### src/rtl/fetch_sequencer_if.sv
// Control bundle between the fetch sequencer and the datapath / memory / execute unit.
//   master : the fetch sequencer; samples run/ir_opcode/zero_flag/mem_ready/exec_done
//            and drives every bus/strobe control line.
//   slave  : the datapath side; drives the status lines, samples the controls.
interface fetch_sequencer_if;
    logic       run;
    logic [7:0] ir_opcode;
    logic       zero_flag;
    logic       mem_ready;
    logic       exec_done;

    logic       PC_write;
    logic       PC_read;
    logic       counter_enable;
    logic       MAR_read;
    logic       mem_req;
    logic       RAM_write;
    logic       IR_read;
    logic       IR_operand_write;
    logic       exec_start;
    logic       halted;
    logic       fault;

    modport master (
        input  run, ir_opcode, zero_flag, mem_ready, exec_done,
        output PC_write, PC_read, counter_enable, MAR_read, mem_req, RAM_write,
               IR_read, IR_operand_write, exec_start, halted, fault
    );

    modport slave (
        output run, ir_opcode, zero_flag, mem_ready, exec_done,
        input  PC_write, PC_read, counter_enable, MAR_read, mem_req, RAM_write,
               IR_read, IR_operand_write, exec_start, halted, fault
    );
endinterface

### src/rtl/fetch_sequencer.sv
// Instruction fetch / decode sequencer. Walks F_ADDR -> F_WAIT -> F_DATA -> DECODE and then
// JUMP, EXEC, HALT or FAULT, emitting Moore-decoded bus strobes for the datapath.
// Ports:
//   clk   : clock, rising edge
//   reset : asynchronous, active-high; forces IDLE and all outputs low immediately
//   bus   : fetch_sequencer_if.master (status inputs in, control strobes out)
module fetch_sequencer #(
    parameter logic [7:0]  OPC_JMP  = 8'h10,
    parameter logic [7:0]  OPC_JZ   = 8'h11,
    parameter logic [7:0]  OPC_HLT  = 8'hFF,
    parameter int unsigned WAIT_MAX = 15    // legal 1..255
) (
    input logic               clk,
    input logic               reset,
    fetch_sequencer_if.master bus
);

    typedef enum logic [3:0] {
        StIdle, StFAddr, StFWait, StFData, StDecode, StExec, StJump, StHalt, StFault
    } state_e;

    state_e     state_q, state_d;
    logic [7:0] wait_q, wait_d;
    logic       exec_first_q, exec_first_d;

    // State register
    always_ff @(posedge clk or posedge reset) begin
        if (reset) begin
            state_q      <= StIdle;
            wait_q       <= 8'd0;
            exec_first_q <= 1'b0;
        end else begin
            state_q      <= state_d;
            wait_q       <= wait_d;
            exec_first_q <= exec_first_d;
        end
    end

    // Next-state logic
    always_comb begin
        state_d = state_q;
        wait_d  = 8'd0;     // counter is zero on every entry into F_WAIT
        unique case (state_q)
            StIdle:   if (bus.run) state_d = StFAddr;
            StFAddr:  state_d = StFWait;
            StFWait: begin
                if (bus.mem_ready) begin
                    // Ready wins even on the cycle the counter would expire.
                    state_d = StFData;
                end else if (wait_q == 8'(WAIT_MAX - 1)) begin
                    state_d = StFault;
                end else begin
                    wait_d = wait_q + 8'd1;
                end
            end
            StFData:  state_d = StDecode;
            StDecode: begin
                if (bus.ir_opcode == OPC_HLT) begin
                    state_d = StHalt;
                end else if (bus.ir_opcode == OPC_JMP ||
                             (bus.ir_opcode == OPC_JZ && bus.zero_flag)) begin
                    state_d = StJump;
                end else begin
                    state_d = StExec;
                end
            end
            StJump:   state_d = bus.run ? StFAddr : StIdle;
            StExec:   if (bus.exec_done) state_d = bus.run ? StFAddr : StIdle;
            StHalt:   state_d = StHalt;
            StFault:  state_d = StFault;
            default:  state_d = StIdle;
        endcase
        // Marks the first EXEC cycle so exec_start is a single pulse.
        exec_first_d = (state_d == StExec) && (state_q != StExec);
    end

    // Output decode
    always_comb begin
        bus.PC_write         = 1'b0;
        bus.PC_read          = 1'b0;
        bus.counter_enable   = 1'b0;
        bus.MAR_read         = 1'b0;
        bus.mem_req          = 1'b0;
        bus.RAM_write        = 1'b0;
        bus.IR_read          = 1'b0;
        bus.IR_operand_write = 1'b0;
        bus.exec_start       = 1'b0;
        bus.halted           = 1'b0;
        bus.fault            = 1'b0;
        unique case (state_q)
            StFAddr: begin
                bus.PC_write = 1'b1;
                bus.MAR_read = 1'b1;
            end
            StFWait: bus.mem_req = 1'b1;
            StFData: begin
                bus.RAM_write      = 1'b1;
                bus.IR_read        = 1'b1;
                bus.counter_enable = 1'b1;
            end
            StJump: begin
                bus.IR_operand_write = 1'b1;
                bus.PC_read          = 1'b1;
            end
            StExec:  bus.exec_start = exec_first_q;
            StHalt:  bus.halted     = 1'b1;
            StFault: bus.fault      = 1'b1;
            default: ;
        endcase
    end

endmodule

### src/flat_wrapper.sv
// flat-port wrapper written by rule: the top's interface ports become plain ports
module fetch_sequencer_flat 
#(
    parameter logic [7:0]  OPC_JMP  = 8'h10,
    parameter logic [7:0]  OPC_JZ   = 8'h11,
    parameter logic [7:0]  OPC_HLT  = 8'hFF,
    parameter int unsigned WAIT_MAX = 15                   
)
  (clk, reset, bus_run, bus_ir_opcode, bus_zero_flag, bus_mem_ready, bus_exec_done, bus_PC_write, bus_PC_read, bus_counter_enable, bus_MAR_read, bus_mem_req, bus_RAM_write, bus_IR_read, bus_IR_operand_write, bus_exec_start, bus_halted, bus_fault);
  fetch_sequencer_if bus_i ();
  input logic clk;
  input logic reset;
  input wire logic [$bits(bus_i.run)-1:0] bus_run;
  input wire logic [$bits(bus_i.ir_opcode)-1:0] bus_ir_opcode;
  input wire logic [$bits(bus_i.zero_flag)-1:0] bus_zero_flag;
  input wire logic [$bits(bus_i.mem_ready)-1:0] bus_mem_ready;
  input wire logic [$bits(bus_i.exec_done)-1:0] bus_exec_done;
  output wire logic [$bits(bus_i.PC_write)-1:0] bus_PC_write;
  output wire logic [$bits(bus_i.PC_read)-1:0] bus_PC_read;
  output wire logic [$bits(bus_i.counter_enable)-1:0] bus_counter_enable;
  output wire logic [$bits(bus_i.MAR_read)-1:0] bus_MAR_read;
  output wire logic [$bits(bus_i.mem_req)-1:0] bus_mem_req;
  output wire logic [$bits(bus_i.RAM_write)-1:0] bus_RAM_write;
  output wire logic [$bits(bus_i.IR_read)-1:0] bus_IR_read;
  output wire logic [$bits(bus_i.IR_operand_write)-1:0] bus_IR_operand_write;
  output wire logic [$bits(bus_i.exec_start)-1:0] bus_exec_start;
  output wire logic [$bits(bus_i.halted)-1:0] bus_halted;
  output wire logic [$bits(bus_i.fault)-1:0] bus_fault;
  assign bus_i.run = bus_run;
  assign bus_i.ir_opcode = bus_ir_opcode;
  assign bus_i.zero_flag = bus_zero_flag;
  assign bus_i.mem_ready = bus_mem_ready;
  assign bus_i.exec_done = bus_exec_done;
  assign bus_PC_write = bus_i.PC_write;
  assign bus_PC_read = bus_i.PC_read;
  assign bus_counter_enable = bus_i.counter_enable;
  assign bus_MAR_read = bus_i.MAR_read;
  assign bus_mem_req = bus_i.mem_req;
  assign bus_RAM_write = bus_i.RAM_write;
  assign bus_IR_read = bus_i.IR_read;
  assign bus_IR_operand_write = bus_i.IR_operand_write;
  assign bus_exec_start = bus_i.exec_start;
  assign bus_halted = bus_i.halted;
  assign bus_fault = bus_i.fault;
  fetch_sequencer #(.OPC_JMP(OPC_JMP), .OPC_JZ(OPC_JZ), .OPC_HLT(OPC_HLT), .WAIT_MAX(WAIT_MAX)) u_core (.clk(clk), .reset(reset), .bus(bus_i));
endmodule
### config.mk
export PLATFORM = sky130hd
export DESIGN_NAME = fetch_sequencer_flat
export DESIGN_NICKNAME = d
export VERILOG_FILES = /design/src/rtl/fetch_sequencer_if.sv /design/src/rtl/fetch_sequencer.sv /design/src/flat_wrapper.sv
export SDC_FILE = /design/constraint.sdc
export NUM_CORES = 1
export LEC_CHECK = 0
export BUFFER_PORTS_ARGS = -buffer_cell sky130_fd_sc_hd__buf_2
export CAP_MARGIN = 15
export CORE_MARGIN = 10
export CORE_UTILIZATION = 50
export DETAILED_ROUTE_END_ITERATION = 10
export PLACE_DENSITY = 0.74
export SYNTH_ARGS = -nofsm -noshare
export SYNTH_HDL_FRONTEND = slang
export SYNTH_SLANG_ARGS = --single-unit
### constraint.sdc
create_clock -name clk -period 1.92 [get_ports clk]
set_input_delay 0.192 -clock clk [delete_from_list [all_inputs] [get_ports clk]]
set_output_delay 0.192 -clock clk [all_outputs]
set_load 0.05 [all_outputs]
=== Yosys cells after proc, flatten, opt, wreduce, memory -nomap -nowiden ===
Index checks and enable logic that the tools add are counted.

* Input bits: 14
* Output and inout port bits: 11
* Register bits: 13

* $add $sub $neg: 1
* Equal/unequal tests: 14
* Reduce and logical (&&, ||, !) cells: 4
* Multiplexer cells: 18

{| class="wikitable"
|+ Operators with widths
! kind !! number
|-
| $pmux W4 S9 || 1
|-
| $mux W8 || 3
|-
| $eq A4 B3 Y1 const B || 5
|-
| $mux W4 || 5
|-
| $eq A8 B5 Y1 const B || 2
|-
| $add A8 B1 Y8 const B || 1
|-
| $eq A4 B2 Y1 const B || 2
|-
| $eq A8 B4 Y1 const B || 1
|-
| $eq A8 B8 Y1 const B || 1
|-
| $mux W1 || 8
|-
| $eq A4 B1 Y1 const B || 1
|-
| $eq A4 B4 Y1 const B || 1
|-
| $logic_not A4 Y1 || 1
|-
| $ne A4 B3 Y1 const B || 1
|-
| $logic_and A1 B1 Y1 || 2
|-
| $mux W2 || 1
|-
| $logic_or A1 B1 Y1 || 1
|}

=== Logic depth before layout (Yosys ltp) ===
Gate-level depths: netlist (run 1).

* Depth after elaboration: 8
* Depth in mapped cells: 7
* Depth with buffers taken out: 6

=== Worst setup path after synthesis (run 1) ===
OpenSTA, ideal clock, no wires.

* Path kind: reg2reg
* Start point: register u_core.state_q[2]
* End point: register u_core.state_q[3]
* Stages on the path, launching flop included: 4
* Required time: 1.842 ns
* Setup time: 0.078 ns
* Arrival time: 2.480 ns
* Setup slack: -0.638 ns
* Buffers on the path: 1
* Path through: dfrtp_1 -> buf_2 -> nor4_1 -> o21bai_1

* Longest elaborated chain between the ends: 2

{| class="wikitable"
|+ Ends and longest elaborated chain
! element !! line !! RTL
|-
| start: declaration || fetch_sequencer.sv:22 || <nowiki>state_e state_q, state_d;</nowiki>
|-
| start signal: assignment || fetch_sequencer.sv:29 || <nowiki>state_q <= StIdle;</nowiki>
|-
| start signal: assignment || fetch_sequencer.sv:33 || <nowiki>state_q <= state_d;</nowiki>
|-
| $eq A4 B4 Y1, or another cell as far along || fetch_sequencer.sv:43 || <nowiki>unique case (state_q)</nowiki>
|-
| $pmux W4 S9 * || fetch_sequencer.sv:43 ||
|-
| net u_core.state_d[3] || fetch_sequencer.sv:22 ||
|}

The timed path passes the listed nets; every way through them passes the cells marked *.

=== Worst setup path in the final report (run 1) ===
* Start point: register u_core.state_q[3]
* End point: output bus_counter_enable

* Longest elaborated chain between the ends: 2

{| class="wikitable"
|+ Ends and longest elaborated chain
! element !! line !! RTL
|-
| $eq A4 B2 Y1 || fetch_sequencer.sv:90 || <nowiki>unique case (state_q)</nowiki>
|-
| $mux W1 || fetch_sequencer.sv:90 ||
|-
| end: declaration || flat_wrapper.sv:20 || <nowiki>output wire logic [$bits(bus_i.counter_enable)-1:0] bus_counter_enable;</nowiki>
|}

No other way between the ends.

==> results of run 1 <==
==> state kept, by name, indices dropped and copies added, names as in the netlist <==
signal	flops
u_core.exec_first_q	1
u_core.state_q	4
u_core.wait_q	8
==> worst min-delay path, delay by kind of cell <==
family                 cells  cell delay (ps)
buffers and inverters      1              100
AO/OA/AOI/OAI              1              100
AND/OR/NAND/NOR            1               70
==> metrics by stage <==
| stage | cell area (um2) | power, mW |
|---|---|---|
| finish | 1020 | 1.391 |
| CTS | 1005 | 1.382 |
| floorplan | 877.1 | 1.123 |
| global route | 1020 | 1.487 |
| global placement | 965.9 | 1.195 |
| detailed placement | 965.9 | 1.213 |
==> final timing paths <==
check	start	endpoint	slack, ps	cells after the start
max in group asynchronous	reset	u_core.state_q[2]	1090	3
worst min register to register	u_core.wait_q[0]	u_core.wait_q[0]	510	1
worst max-delay path	u_core.state_q[3]	bus_counter_enable	130	4
worst max register to register	u_core.wait_q[0]	u_core.wait_q[6]	260	6
min in group asynchronous	reset	u_core.state_q[1]	470	3
worst min-delay path	bus_run	u_core.state_q[0]	220	3
==> Yosys cell counts, drive strengths merged <==
library cell / instances / area, um2
nand3: 3 / 15.01
or4: 1 / 7.510
and2: 1 / 6.260
buf: 8 / 52.55
a2bb2oi: 1 / 8.760
o41ai: 1 / 8.760
a211oi: 1 / 12.51
and4: 2 / 17.52
a21oi: 1 / 5.000
nand2: 10 / 37.54
nor4b: 2 / 38.78
a21o: 1 / 7.510
inv: 3 / 11.26
and3b: 1 / 8.760
dfrtp: 13 / 325.3
nor3b: 2 / 15.01
o311ai: 1 / 16.27
xor2: 5 / 43.79
o21bai: 1 / 7.510
nand4b: 1 / 8.760
nor2b: 1 / 6.260
nor4: 2 / 12.51
a21bo: 1 / 10.01
nand4: 4 / 31.28
nor2: 11 / 41.29
ha: 2 / 25.02
o211ai: 1 / 7.510
o2111ai: 1 / 8.760
nor3: 3 / 15.01
and3: 1 / 6.260
and4bb: 1 / 12.51
xnor2: 1 / 8.760
nand2b: 5 / 31.28
a31oi: 1 / 6.260
==> layout make-up <==
type / count / share of cell area (%)
clock buffer: 3 / 2.209
clock inverter: 1 / 0.4908
inverter: 3 / 1.104
multi-input combinational: 70 / 48.34
sequential: 13 / 32.27
tap: 17 / 2.086
timing repair buffer: 25 / 13.50
==> report_power, final <==
| group | leakage [nW] | switching (mW) | internal [mW] |
|---|---|---|---|
| logic | 0.280 | 0.481 | 0.267 |
| clock network | 0.0177 | 0.0891 | 0.0774 |
| registers | 0.171 | 0.148 | 0.329 |
| total | 0.468 | 0.718 | 0.673 |
==> routing by layer <==
| layer | up-vias | part of all wire [%] |
|---|---|---|
| met5 | - | 0 |
| met4 | 0 | 0.42 |
| met3 | 2 | 8.3 |
| met2 | 24 | 48 |
| met1 | 347 | 43 |
| li1 | 375 | - |
==> logic make-up after synthesis <==
family	count (synthesis)
AO/OA/AOI/OAI	11
XOR/XNOR	6
AND/OR/NAND/NOR	51
buffers and inverters	11
adder cells (fa/ha/maj)	2
flip-flops	13
==> repair_timing <==
| action | 4_1_cts | 5_1_grt |
|---|---|---|
| endpoints found under the setup margin | 3 | 5 |
| resized for setup | 1 | 6 |
| hold buffers | 1 | 0 |
| hold endpoints to repair | 13 | 0 |
==> impl_metrics.toml, run 1 <==
[logic_synthesis]
yosys_warnings = 0
synthCells = 94
yosys.area_share.simple_pct = 35.52
synth_top_family_by_area = "simple AND/OR/NAND/NOR gates"
syn-num-nets = 110
netlist_area_um2 = 877.1
synth_xor_xnor_area_share_pct = 5.991
syn_avg_cell_area_um2 = 9.331
synth_fa_ha_area_share_pct = 2.853
synth.yosys.seq_area_share_pct = 37.09
synth-compound-area-share_pct = 11.27
synthMuxAreaShare_pct = 0
ys_seq_elements = 13
synth_cell_type_count = 37

[sta]
rsz0062_at_grt = "yes"
relSlewSlack_pct = 67.54
finalSetupTns_ps = 0
skew_ps = 5.076
fmax_mhz = 558.3
worst_pin_slew_ps = 486.3
fin_crit_sh_pct = 93.29
setup_viol = 0
whs_ps = 216.7
period_needed_ps = 1791
setup_ws_ps = 128.9
hold_viol = 0
slew_violations = 0

[place]
hpwl_um = 1533
dp_cells = 127
port_buffers = 24
gp_congestion = 0.8128
place_ws_ps = 264.2

[critical_path]
end_kind = "output port"
cp_top_family = "flip-flops"
crit_required_ps = 1730
path_max_fanout = 6
cp.arrival_ps = 1600
worstSetupStartpointType = "register"
cpPeakStageDelay_ps = 470
crit_buf_inv = 2
critical_path_class = "reg -> out"
cp_cell_sequence = "inv_1 > nand2_1 > nor3b_2 > clkbuf_4"
critPathSlowestCell = "dfrtp_1"

[global_route]
grt_max_degree = 18
grt_pass1_vias = 660
grtUsageMet3_pct = 2.642
use_met1_pct = 11.92
grt_busiest_layer = "met2"
met2_usage_pct = 15.96
grt_usage_pct = 9.542
gr-total-overflow = 0
antenna_found_initial = 0
grt_pass1_wl_um = 2884

[cells_and_area]
area_delta_synth_final_pct = 16.26
final_common_cell = "buf_2"
fill_cells = 152
multi_input_area_um2 = 493.0
fin_nets = 132
seq_area_um2 = 329.1
instances_no_fill = 132
utilization_pct = 60.37
diodes = 0
layout-drive-gt1-share_pct = 33.91
layout_common_cells = "21 x buf_2, 11 x nor2_1, 10 x nand2_1, 10 x dfrtp_1, 6 x clkbuf_4"

[clock_tree]
clockBufferDepth = 2
root_buffer = "clkbuf_4"
cts.sinks = 13
cts_tree = "done"
clk_pin_slew_ps = 80
htree_levels = 1
clk-insertion-delay-late_ps = 280
cts_setup_buffers = 0
cts_made_buffers = 3

[die]
start_util_pct = 51.93
die_width_um = 61.88
coreArea_um2 = 1689
pin_count = 25
num_rows = 15
die-area_um2 = 3829
die_h_um = 61.88

[worst_hold_path]
worstHoldPathType = "in -> reg"

[power]
ir_drop_mv = 0.8792
power_density_nw_per_um2 = 1364
p_leak_nw = 0.4685

[route]
wirelength_um = 1899
dr.pass1.iters = 4
viasPerCell = 5.667
via_count = 748
ant_nets = 0
drc = 0
initialDrtViolationCount = 11
wire_per_inst_um = 14.39

[run_status]
status = "completed"

[job]
drv_cap = 0
Power figures use the tool's default switching activity.
==> inputs of run 2 (changes only) <==
==> constraint.sdc (replaced) <==
create_clock -name clk -period 1.92 [get_ports clk]
set_input_delay 0.192 -clock clk [delete_from_list [all_inputs] [get_ports clk]]
set_output_delay 0.192 -clock clk [all_outputs]
set_load 0.005 [all_outputs]
==> run 2 against run 1 <==
Sequential power is 3% lower. Clock power is 4% lower. Non-clock buffer count stayed put. Core utilization is 1.0 points lower. Flip-flop and latch count stayed put. Count of clock-buffer cells in the layout is 1 higher. Cell area is 1.7% lower.
==> impl_metrics.toml, run 2 (synthesis gave the netlist of run 1 again) <==
[global_route]
gr-total-overflow = 0
antenna_found_initial = 0
met2_usage_pct = 16.11
grtUsageMet3_pct = 3.049
grt_pass1_wl_um = 2939
grt_pass1_vias = 657
grt_busiest_layer = "met2"
grt_max_degree = 18
use_met1_pct = 12.16
grt_usage_pct = 10.13

[sta]
slew_violations = 0
period_needed_ps = 1747
skew_ps = 6.519
rsz0062_at_grt = "no"
fin_crit_sh_pct = 90.97
hold_viol = 0
worst_pin_slew_ps = 483.4
setup_viol = 0
whs_ps = 238.9
fmax_mhz = 572.5
relSlewSlack_pct = 67.74
finalSetupTns_ps = 0

[cells_and_area]
layout-drive-gt1-share_pct = 29.57
final_common_cell = "buf_2"
area_delta_synth_final_pct = 14.27
utilization_pct = 59.33
largest_reg_flops = 8
layout_common_cells = "24 x buf_2, 13 x dfrtp_1, 11 x nor2_1"
top_regs = "u_core.wait_q (8), u_core.state_q (4), u_core.exec_first_q (1)"
diodes = 0
fin_nets = 132
fill_cells = 155
regMostFlops = "u_core.wait_q"

[clock_tree]
cts.sinks = 13
cts_tree = "done"
clk_pin_slew_ps = 70
cts_made_buffers = 3
clk-insertion-delay-late_ps = 270
cts_resized = 0
root_buffer = "clkbuf_4"
clockBufferDepth = 2
htree_levels = 1
cts_setup_buffers = 0

[critical_path]
path_max_fanout = 6
worstSetupStartpoint = "u_core.state_q[3]"
rr_endpoint = "u_core.wait_q[2]"
end_kind = "output port"
cp_top_family = "flip-flops"
reg2reg_setup_slack_ps = 290
critical_path_class = "reg -> out"
crit_buf_inv = 2
crit_required_ps = 1730
cp.arrival_ps = 1550
cpPeakStageDelay_ps = 470
cp_cell_sequence = "inv_1 > nand2_1 > nor3b_1 > buf_2"
worstSetupStartpointType = "register"
regToRegStartpoint = "u_core.wait_q[0]"
critPathSlowestCell = "dfrtp_1"
reg2regPathDepth = 6

[route]
via_count = 749
dr.pass1.iters = 4
ant_nets = 0
initialDrtViolationCount = 17
wirelength_um = 1856
drc = 0
wire_per_inst_um = 14.06
viasPerCell = 5.674

[job]
drv_cap = 0

[power]
sequentialPowerShare_pct = 42.3
pwr-share-clk_pct = 14.5
intPower_mw = 0.6532
pwr-share-comb_pct = 43.2
power_density_nw_per_um2 = 1096
ir_drop_mv = 0.6574
p_leak_nw = 0.4683
switching_power_mw = 0.4447
p_sw_share_pct = 40.51

[worst_hold_path]
hold_end = "u_core.state_q[3]"
worstHoldPathType = "in -> reg"
hold_depth = 3
worst_hold_startpoint = "bus_mem_ready"

[die]
die_h_um = 61.88
start_util_pct = 51.93
pin_count = 25
num_rows = 15
coreArea_um2 = 1689
die_width_um = 61.88
die-area_um2 = 3829

[place]
port_buffers = 24
gp_congestion = 0.7523
hpwl_um = 1513

[run_status]
status = "completed"
run 2: cell types whose count changed in the layout (fill, tap and decap cells not counted), sizes merged:
cell,change
buf,+3
clkinv,-1
clkbuf,-2
run 2: power groups by stage:
| stage | combinational [mW] | sequential (mW) | clock, mW |
|---|---|---|---|
| final | 0.474 | 0.464 | 0.159 |
| after global placement | 0.467 | 0.468 | 0 |
| after floorplan | 0.477 | 0.385 | 0 |
| after CTS | 0.481 | 0.464 | 0.169 |
| after detailed placement | 0.478 | 0.468 | 0 |
| after global routing | 0.530 | 0.482 | 0.183 |
run 2: cell type report:
cell class	count	area (um2)	area share, %
multi-input cells	70	488.0	48.69
flip-flops and latches	13	325.3	32.46
repair buffers	25	130.1	12.98
clock buffers	4	26.28	2.622
well taps	17	21.27	2.122
inverters	3	11.26	1.124
run 2: stage by stage:
step	total power [mW]	setup slack [ps]	area, um2	instances
floorplan	0.8614	436.2	877.1	94
global placement	0.9354	370.6	965.9	127
detailed placement	0.9458	298.3	965.9	127
CTS	1.114	154.3	1002	132
global route	1.195	30.95	1002	132
finish	1.098	173.4	1002	132
run 2: worst max-delay path by stage:
stage                       endpoint  cells past startpoint  slack (ps)
floorplan           u_core.wait_q[2]                      7         440
global placement    u_core.wait_q[5]                      6         370
detailed placement  u_core.wait_q[3]                      6         300
CTS                    bus_RAM_write                      3         150
global route           bus_RAM_write                      3          30
finish                 bus_RAM_write                      4         170
run 2: what timing repair did:
action                                  in CTS  in global routing
hold endpoints to repair                    13                  0
hold buffers                                 1                  0
endpoints found under the setup margin       0                  0
run 2: worst register-to-register path, delay by kind of cell (launching register included):
| family | cells | cell delay [ps] |
|---|---|---|
| and+or+nand+nor | 4 | 880 |
| DFF | 1 | 420 |
| buffers and inverters | 1 | 70 |
| adders and majority gates | 1 | 140 |
run 2: layer usage:
metal,up-vias,share of wire [%]
met5,-,0
met2,17,48
li1,379,-
met3,4,6.9
met4,0,2.0
met1,349,43
==> inputs of run 3 (changes only) <==
- CELL_PAD_IN_SITES_DETAIL_PLACEMENT: unset -> 1
- CELL_PAD_IN_SITES_GLOBAL_PLACEMENT: unset -> 1
- CORE_UTILIZATION: 50 -> 37
==> run 3 against run 2 <==
Count of clock-buffer cells in the layout is the same. Wire length increased by 20%. Combinational power up 3%. Setup slack worse by 23 ps. First-iteration DRC count grew 65%. Register-to-register slack worse by 70 ps. Global-route usage fell by 0.096 points. Fmax down 1.3%. Sequential power is 3% higher. Die area grew 23%.
==> impl_metrics.toml, run 3 (synthesis gave the netlist of run 1 again) <==
[die]
die_h_um = 68.69
die-area_um2 = 4718
num_rows = 17
coreArea_um2 = 2233
pin_count = 25
start_util_pct = 39.27
die_width_um = 68.69

[clock_tree]
clockBufferDepth = 2
cts.sinks = 13
cts_made_buffers = 3
root_buffer = "clkbuf_4"
clk-insertion-delay-late_ps = 280
cts_setup_buffers = 0
clk_pin_slew_ps = 80
htree_levels = 1
cts_tree = "done"

[sta]
rsz0062_at_grt = "no"
whs_ps = 227.3
fin_crit_sh_pct = 92.18
fmax_mhz = 565.0
finalSetupTns_ps = 0
relSlewSlack_pct = 63.92
slew_violations = 0
setup_viol = 0
period_needed_ps = 1770
worst_pin_slew_ps = 541.3
hold_viol = 0
skew_ps = 1.864

[route]
wirelength_um = 2227
wire_per_inst_um = 15.57
ant_nets = 0
via_count = 774
drc = 0
viasPerCell = 5.413
initialDrtViolationCount = 28
dr.pass1.iters = 4

[critical_path]
cp_top_family = "flip-flops"
reg2regPathDepth = 6
critPathSlowestCell = "dfrtp_1"
cp.arrival_ps = 1580
worstSetupStartpoint = "u_core.state_q[2]"
rr_endpoint = "u_core.wait_q[7]"
end_kind = "output port"
crit_buf_inv = 1
reg2reg_setup_slack_ps = 220
path_max_fanout = 15
cp_cell_sequence = "nor4_1 > buf_2"
critical_path_class = "reg -> out"
worstSetupStartpointType = "register"
crit_required_ps = 1730
crit_end = "bus_fault"
regToRegStartpoint = "u_core.wait_q[0]"
worst-path-stages = 2
cpPeakStageDelay_ps = 580

[global_route]
grt_pass1_wl_um = 3746
antenna_found_initial = 0
grt_max_degree = 18
grt_pass1_vias = 849
grt_usage_pct = 10.03
gr-total-overflow = 0

[power]
p_leak_nw = 0.4690
ir_drop_mv = 0.5130
power_density_nw_per_um2 = 1112

[cells_and_area]
regMostFlops = "u_core.wait_q"
layout-drive-gt1-share_pct = 31.30
largest_reg_flops = 8
fin_nets = 132
diodes = 0
final_common_cell = "buf_2"
layout_common_cells = "24 x buf_2, 12 x dfrtp_1, 11 x nor2_1"
area_delta_synth_final_pct = 16.55
fill_cells = 286
top_regs = "u_core.wait_q (8), u_core.state_q (4), u_core.exec_first_q (1)"

[job]
drv_cap = 0

[place]
hpwl_um = 1764
gp_congestion = 0.7776
port_buffers = 24

[worst_hold_path]
hold_depth = 3
worstHoldPathType = "in -> reg"

[run_status]
status = "completed"
run 3: area by class of cell:
cell class              count  area (um2)  area share [%]
multi-input cells          70       493.0           48.23
clock buffers               4       26.28           2.570
flip-flops and latches     13       326.6           31.95
repair buffers             25       130.1           12.73
well taps                  28       35.03           3.427
inverters                   3       11.26           1.102
run 3: through the flow:
step	utilization, %	power [mW]	instance area (um2)	std cells	setup slack, ps
4_1_cts	45.49	1.147	1016	143	97.39
5_1_grt	45.77	1.240	1022	143	62.18
6_report	45.77	1.136	1022	143	150.1
2_1_floorplan	-	0.8614	877.1	94	436.2
3_5_place_dp	43.87	0.9715	979.7	138	253.3
3_3_place_gp	43.87	0.9386	979.7	138	347.9
run 3: power breakdown:
group	switching (mW)	leakage [nW]	internal [mW]	total (mW)
combinational	0.233	0.281	0.254	0.487
sequential	0.153	0.173	0.324	0.477
clock	0.0916	0.0150	0.0806	0.172
run 3: tightest hold or removal path, stage by stage:
cell and delay, ps:
buf_2 100, nand2b_1 110, o21bai_1 70
run 3: timing repair:
item | 4_1_cts | 5_1_grt
gates resized for setup | 0 | 2
setup endpoints to repair | 0 | 3
hold buffers | 1 | 0
hold endpoints to repair | 13 | 0
run 3: layer usage:
| metal | track usage [%] | vias to the layer above | part of all wire (%) | wire length (um) |
|---|---|---|---|---|
| li1 | - | 377 | - | - |
| met2 | 17.86 | 30 | 49 | 1099 |
| met1 | 10.97 | 367 | 42 | 943 |
| met4 | 3.266 | 0 | 0 | 0 |
| met5 | 0 | - | 0 | 0 |
| met3 | 3.221 | 0 | 8.3 | 185 |
run 3: worst min path at each step:
stage | start | end | slack, ps
4_1_cts | bus_mem_ready | u_core.state_q[3] | 230
5_1_grt | bus_run | u_core.state_q[0] | 230
6_report | bus_mem_ready | u_core.state_q[3] | 230
3_3_place_gp | reset | u_core.wait_q[1] | 230
2_1_floorplan | reset | u_core.exec_first_q | 70
3_5_place_dp | reset | u_core.wait_q[1] | 240
